$ cat config.mk
export PLATFORM = sky130hd
export DESIGN_NAME = pipe_hazard_ctrl
export DESIGN_NICKNAME = d
export VERILOG_FILES = /design/src/rtl/pipe_hazard_ctrl.sv
export SDC_FILE = /design/constraint.sdc
export NUM_CORES = 1
export LEC_CHECK = 0
export ABC_AREA = 1
export BUFFER_PORTS_ARGS = -buffer_cell sky130_fd_sc_hd__buf_2
export CELL_PAD_IN_SITES_DETAIL_PLACEMENT = 1
export CELL_PAD_IN_SITES_GLOBAL_PLACEMENT = 2
export CORE_MARGIN = 5
export CORE_UTILIZATION = 18
export CTS_CLUSTER_SIZE = 8
export DETAILED_ROUTE_END_ITERATION = 10
export GPL_TIMING_DRIVEN = 0
export PLACE_DENSITY = 0.83
export SLEW_MARGIN = 25
export SYNTH_ARGS = -nofsm -noshare
export SYNTH_HDL_FRONTEND = slang
export SYNTH_SLANG_ARGS = --single-unit
export TNS_END_PERCENT = 10
$ cat constraint.sdc
create_clock -name clk -period 2.32 [get_ports clk]
set_clock_uncertainty 0.2 [all_clocks]
set_input_delay 0.696 -clock clk [delete_from_list [all_inputs] [get_ports clk]]
set_output_delay 0.696 -clock clk [all_outputs]
set_load 0.01 [all_outputs]
$ cat src/rtl/pipe_hazard_ctrl.sv
// Pipeline sequencing controller: load-use stalls, branch flushes, memory freezes,
// EX-stage exception redirect and stall-cycle counting. Optional IRQ: PIPE_HAZARD_CTRL_IRQ_EN.
module pipe_hazard_ctrl #(
   parameter logic [31:0] ILLOP_VEC = 32'h80000004,
   parameter logic [31:0] XADR_VEC  = 32'h80000008,
   parameter int unsigned CNT_W     = 16
) (
   input  logic             clk,
   input  logic             reset,
   input  logic [4:0]       IDrs,
   input  logic [4:0]       IDrt,
   input  logic             IDUsesRt,
   input  logic             IDBranchTaken,
   input  logic [4:0]       EXrt,
   input  logic             EXMemRead,
   input  logic [31:0]      EXPC,
   input  logic             EXIllop,
   input  logic             EXXadr,
   input  logic             MemBusy,
   input  logic             PerfClr,
`ifdef PIPE_HAZARD_CTRL_IRQ_EN
   input  logic             IRQ,
`endif
   output logic             PCWrite,
   output logic             PCSelExc,
   output logic             IFIDWrite,
   output logic             IFIDFlush,
   output logic             IDEXWrite,
   output logic             IDEXFlush,
   output logic             EXMEMWrite,
   output logic             ExcTake,
   output logic [31:0]      ExcVector,
   output logic [CNT_W-1:0] StallCnt
);

   localparam logic [31:0] IRQ_VEC = 32'h80000000;

   typedef enum logic [1:0] {
      RUN      = 2'd0,
      FREEZE   = 2'd1,
      EXC_HOLD = 2'd2
   } state_t;

   state_t state, state_nxt;
   logic   load_use;
   logic   exc_take;
   logic   redirect;
   logic   expc_unused;

   // Only the kernel-mode bit of the EX PC matters here.
   assign expc_unused = ^EXPC[30:0];

   assign load_use = EXMemRead && (EXrt != 5'd0) &&
                     ((EXrt == IDrs) || (IDUsesRt && (EXrt == IDrt)));

   // User-mode faults are taken only from RUN with memory ready; otherwise they wait.
   assign exc_take = (state == RUN) && !MemBusy && (EXIllop || EXXadr) && !EXPC[31];

`ifdef PIPE_HAZARD_CTRL_IRQ_EN
   logic irq_pend;
   logic irq_take;

   assign irq_take = (state == RUN) && !MemBusy && !(EXIllop || EXXadr) &&
                     !EXPC[31] && irq_pend;
   assign redirect = exc_take || irq_take;

   always_ff @(posedge clk or negedge reset) begin
      if (!reset) begin
         irq_pend <= 1'b0;
      end else begin
         irq_pend <= IRQ || (irq_pend && !irq_take);
      end
   end
`else
   assign redirect = exc_take;
`endif

   always_ff @(posedge clk or negedge reset) begin
      if (!reset) begin
         state <= RUN;
      end else begin
         state <= state_nxt;
      end
   end

   // Next state and pipeline controls, highest-priority event first.
   always_comb begin
      state_nxt  = RUN;
      PCWrite    = 1'b1;
      PCSelExc   = 1'b0;
      IFIDWrite  = 1'b1;
      IFIDFlush  = 1'b0;
      IDEXWrite  = 1'b1;
      IDEXFlush  = 1'b0;
      EXMEMWrite = 1'b1;
      ExcTake    = 1'b0;
      ExcVector  = ILLOP_VEC;

      if (redirect) begin
         state_nxt = EXC_HOLD;
      end else if (MemBusy) begin
         state_nxt = FREEZE;
      end

      if (redirect) begin
         ExcTake   = 1'b1;
         PCSelExc  = 1'b1;
         IFIDFlush = 1'b1;
         IDEXFlush = 1'b1;
         if (exc_take) begin
            ExcVector = EXIllop ? ILLOP_VEC : XADR_VEC;
         end else begin
            ExcVector = IRQ_VEC;
         end
      end else if (MemBusy) begin
         PCWrite    = 1'b0;
         IFIDWrite  = 1'b0;
         IDEXWrite  = 1'b0;
         EXMEMWrite = 1'b0;
      end else if (load_use) begin
         PCWrite   = 1'b0;
         IFIDWrite = 1'b0;
         IDEXFlush = 1'b1;
      end else if (IDBranchTaken) begin
         IFIDFlush = 1'b1;
      end
   end

   // Saturating count of cycles in which the PC did not advance.
   always_ff @(posedge clk or negedge reset) begin
      if (!reset) begin
         StallCnt <= '0;
      end else if (PerfClr) begin
         StallCnt <= '0;
      end else if (!PCWrite && !(&StallCnt)) begin
         StallCnt <= StallCnt + CNT_W'(1);
      end
   end

endmodule

# Word level (Yosys, flattened, before mapping)
# Index checks and enable logic that the tools add are counted.
op_classes:
  muxes: 19
  reduce_logical: 17
  n_addsub: 1
  n_eq_ne: 2
ops:
  columns: ["cell", "n"]
  rows:
  - ["two-way mux 16 bit", 2]
  - ["adder 16 x 1 -> 16 bit, second input constant", 1]
  - ["AND reduction 16 bit", 1]
  - ["two-way mux 1 bit", 14]
  - ["== test 5 bit", 2]
  - ["two-way mux 4 bit", 2]
  - ["logical AND 1 bit", 7]
  - ["nonzero test 5 bit", 1]
  - ["logical NOT 1 bit", 4]
  - ["logical NOT 2 bit", 1]
  - ["logical OR 1 bit", 2]
  - ["two-way mux 2 bit", 1]
  - ["nonzero test 2 bit", 1]
totals:
  wordCells: 41
  regBits: 18
  in_bits: 56
  output_inout_bits: 56

# Depth between registers and ports, before layout
logic_depth:
  ltp_word: 11
  ltp_mapped: 13
  depth_no_buf: 12

# Worst setup path before layout
# Ideal clock, no wire load.
synth_path:
  kind: "in2out"
  startpoint: "in EXXadr"
  endpoint: "out PCWrite"
  path_buffers: 1
  slack_ns: -0.278
  arrival_ns: 1.702
  cell_stages: 5
  cell_sequence: "o21ai_0 -> inv_1 -> a21oi_1 -> inv_1 -> buf_4"
synth_via:
  elab_chain_cells: 4
synth_rtl:
  columns: ["element", "line_no", "text"]
  rows:
  - ["start, declared", "18", "input logic EXXadr,"]
  - ["logical OR 1 bit", "57", "assign exc_take = (state == RUN) && !MemBusy && (EXIllop || EXXadr) && !EXPC[31];"]
  - ["logical AND 1 bit (2 in series)", "57", null]
  - ["two-way mux 1 bit", null, null]
  - ["end, declared", "24", "output logic PCWrite,"]
# No other way between the ends.

# Worst setup path after layout
layout_path:
  startpoint: "in EXrt[2]"
  endpoint: "out IFIDFlush"
layout_via:
  elab_chain_cells: 7
layout_rtl:
  columns: ["element", "line_no", "text"]
  rows:
  - ["start, declared", "14", "input logic [4:0] EXrt,"]
  - ["== test 5 bit", "54", "((EXrt == IDrs) || (IDUsesRt && (EXrt == IDrt)));"]
  - ["logical AND 1 bit", "54", null]
  - ["logical OR 1 bit", "54", null]
  - ["logical AND 1 bit (*)", "53", "assign load_use = EXMemRead && (EXrt != 5'd0) &&"]
  - ["two-way mux 1 bit (*)", "120", "end else if (load_use) begin"]
  - ["two-way mux 1 bit (*)", "115", "end else if (MemBusy) begin"]
  - ["two-way mux 1 bit (*)", "105", "if (redirect) begin"]
  - ["end, declared", "27", "output logic IFIDFlush,"]
# Mark *: on every way between the ends. The rest lies on a longest branch, timed or not.

==> flow_summary.ini <==
[global_route]
track_usage = 0.08916
grt_pass1_wl_mm = 8.376
antenna_found_initial = 0
grt_overflow_total = 0
grt_pass1_vias = 1834
grt_max_degree = 19

[sta]
period_minus_slack_ps = 2567
slew_viol_final = 0
finalSetupViolCount = 6
worstMarginPinSlew_ps = 520.0
fmax_ghz = 0.3895
rsz0062_at_grt = true
hold_viol = 0
setup_slack_ps = -247.3
setup_tns_ps = -846.5
period_share = 1.107
relSlewSlack = 0.6534

[worst_setup_path]
worstReg2RegEnd = StallCnt[8]$_DFFE_PN0P_
worstPathArrival_ps = 1670
path_cells = buf_6 > inv_2 > nand2_1 > nand2_1 > nor2_2 > nand3_1 > nand2_1 > nand2_2 > a21oi_2 > inv_2 > o21a_1 > buf_2
cpPeakStageDelay_ps = 140
path_max_fanout = 3
rr_worst_depth = 11
crit_top_cell = nand2_1
cp_slowest_cell = buf_2
worstSetupStartpoint = EXrt[2]
r2r_slack_ps = 190
path_class = input pin to output port
r2r-start = StallCnt[0]$_DFFE_PN0P_
crit_required_ps = 1420
cp-start-kind = input pin
end_kind = output port

[cells_and_area]
drive_above_1_share = 0.3681
finalInstanceArea_mm2 = 0.002321
nets = 384
antenna_cells = 0
fin_util = 0.2636
syn_to_final_growth_pct = 41.93

[detailed_routing]
wl_per_cell_um = 11.34
antenna_left = 0
viasPerCell = 3.906
first_iter_violations = 69
vias = 1695
post-route-drc-count = 0
drt_pass1_iterations = 4
routed_wl_mm = 4.921

[clock_tree]
cts_tree = done
cts_buffers = 3
clockBufferDepth = 2
htreeDepth = 1
insertion_delay_ps = 260
cts_setup_buffers = 0
cts_hold_buf = 0
cts-root-buf = clkbuf_8
cts_sinks = 18
cts.reportedPaths.clkPinSlew_ps = 80

[run]
drv_cap = 0

[floorplanning]
die_h_um = 105.3
rows = 34
core-area_mm2 = 0.008806
dieArea_mm2 = 0.01109
io_pins = 112
dieWidth_um = 105.3
initial_utilization = 0.1857

[yosys]
netlist_area_mm2 = 0.001635
syn_inst = 245
post_synth.cell_area_avg_um2 = 6.675
ys.warnings.count = 0
ys_seq_area_frac = 0.2754
ys_ff_latch = 18
synth_top_area_share = 0.2754
yosys.cell_types.count = 31
post-synth-top-area-cell = dfrtp_1
synth_area_leaders = dfrtp_1, nand2_1, buf_4

[power_and_ir_drop]
p_total_w = 0.0008419
irDropWorstVdd_uv = 126.5
leakagePower_nw = 1.289
powerDensity_mw_per_mm2 = 362.7

[place]
hpwl_mm = 3.963
io_buffers = 49
postPlaceCellArea_mm2 = 0.002143
gp_congestion = 0.7398
dp_slack_ps = -369.2

[status]
status = finished, violations left
failed_checks = negative setup slack

[hold_path]
min-delay-path-class = input pin to asynchronous set/reset pin
[placed cells by master, fill, tap and decap left out, drive strengths merged, types with 2 or more instances in the layout]
cell type / n
clkbuf: 5
inv: 26
nor2: 30
xnor2: 4
nand4: 3
buf: 87
nor3b: 2
o21ai: 4
a21oi: 2
dfrtp: 18
xor2: 5
nand2: 79
nand3: 23
conb: 30
nor3: 2
[where the power goes]
part	internal, W	switching [W]
Combinational	0.000114	0.000129
Clock	0.000151	0.000116
Sequential	0.000322	0.0000105
[metal layers]
layer,track usage,share of wire,up-vias
met3,0.01711,0.049,6
met1,0.1013,0.40,798
met5,0,0,-
met2,0.1667,0.53,39
met4,0.02812,0.017,0
li1,-,-,852
[cells by family (layout without fill, tap and decap cells)]
| family | Yosys count | after routing | synth area share |
|---|---|---|---|
| simple gates | 141 | 141 | 0.3971 |
| buf+inv | 66 | 119 | 0.2395 |
| flops | 18 | 18 | 0.2754 |
| xor+xnor | 9 | 9 | 0.04820 |
| compound gates | 8 | 8 | 0.02755 |
| other cells | 2 | 30 | 0.004592 |
| fa+ha+maj | 1 | 1 | 0.007650 |
[through the flow]
stage	std cells	hold WS, ps
after detailed placement	430	334.9
after global placement	430	322.2
final	434	168.5
after floorplan	273	200.4
after CTS	434	182.9
after global routing	434	200.3
[how the worst max path moves through the flow]
stage / depth (start not counted) / slack, ps / end
global placement: 12 / -330 / PCWrite
floorplan: 6 / -8 / IFIDFlush
finish: 12 / -250 / IFIDFlush
CTS: 12 / -290 / IFIDFlush
detailed placement: 12 / -370 / PCWrite
global route: 12 / -340 / IFIDFlush
[Yosys cell counts, drive strengths merged]
library cell and number:
xnor2 4, nand3b 1, a211oi 1, nor2 30, o21ai 4, nor3 2
nor4 1, conb 2, clkbuf 1, inv 26, dfrtp 18, a21oi 2
clkinv 1, nand4 3, nor3b 2, o21a 1, nand3 23, ha 1
nand2 79, buf 38, xor2 5
[sequential cells by signal (all words and copies together), names as in the netlist]
name / count
StallCnt: 16
state: 2
[repair_timing]
action                     4_1_cts  5_1_grt
setup endpoints to repair        8        8
pin swaps                       14       17
gates resized for setup         16       16
[cell type report]
class | count | area, um^2
Inverter | 27 | 106.4
Sequential cell | 18 | 450.4
Tap cell | 108 | 135.1
Clock buffer | 4 | 55.05
Timing Repair Buffer | 49 | 339.1
Multi-Input combinational cell | 189 | 940.9
Buffer | 39 | 294.0
Fill cell | 1088 | 6485
[worst max-delay path: cells and delay by family]
| family | cells | cell delay [ps] |
|---|---|---|
| AOI/OAI and AO/OA | 2 | 220 |
| and+or+nand+nor | 6 | 440 |
| buffers and inverters | 4 | 320 |
No activity file was read; power rests on OpenSTA's default activity.
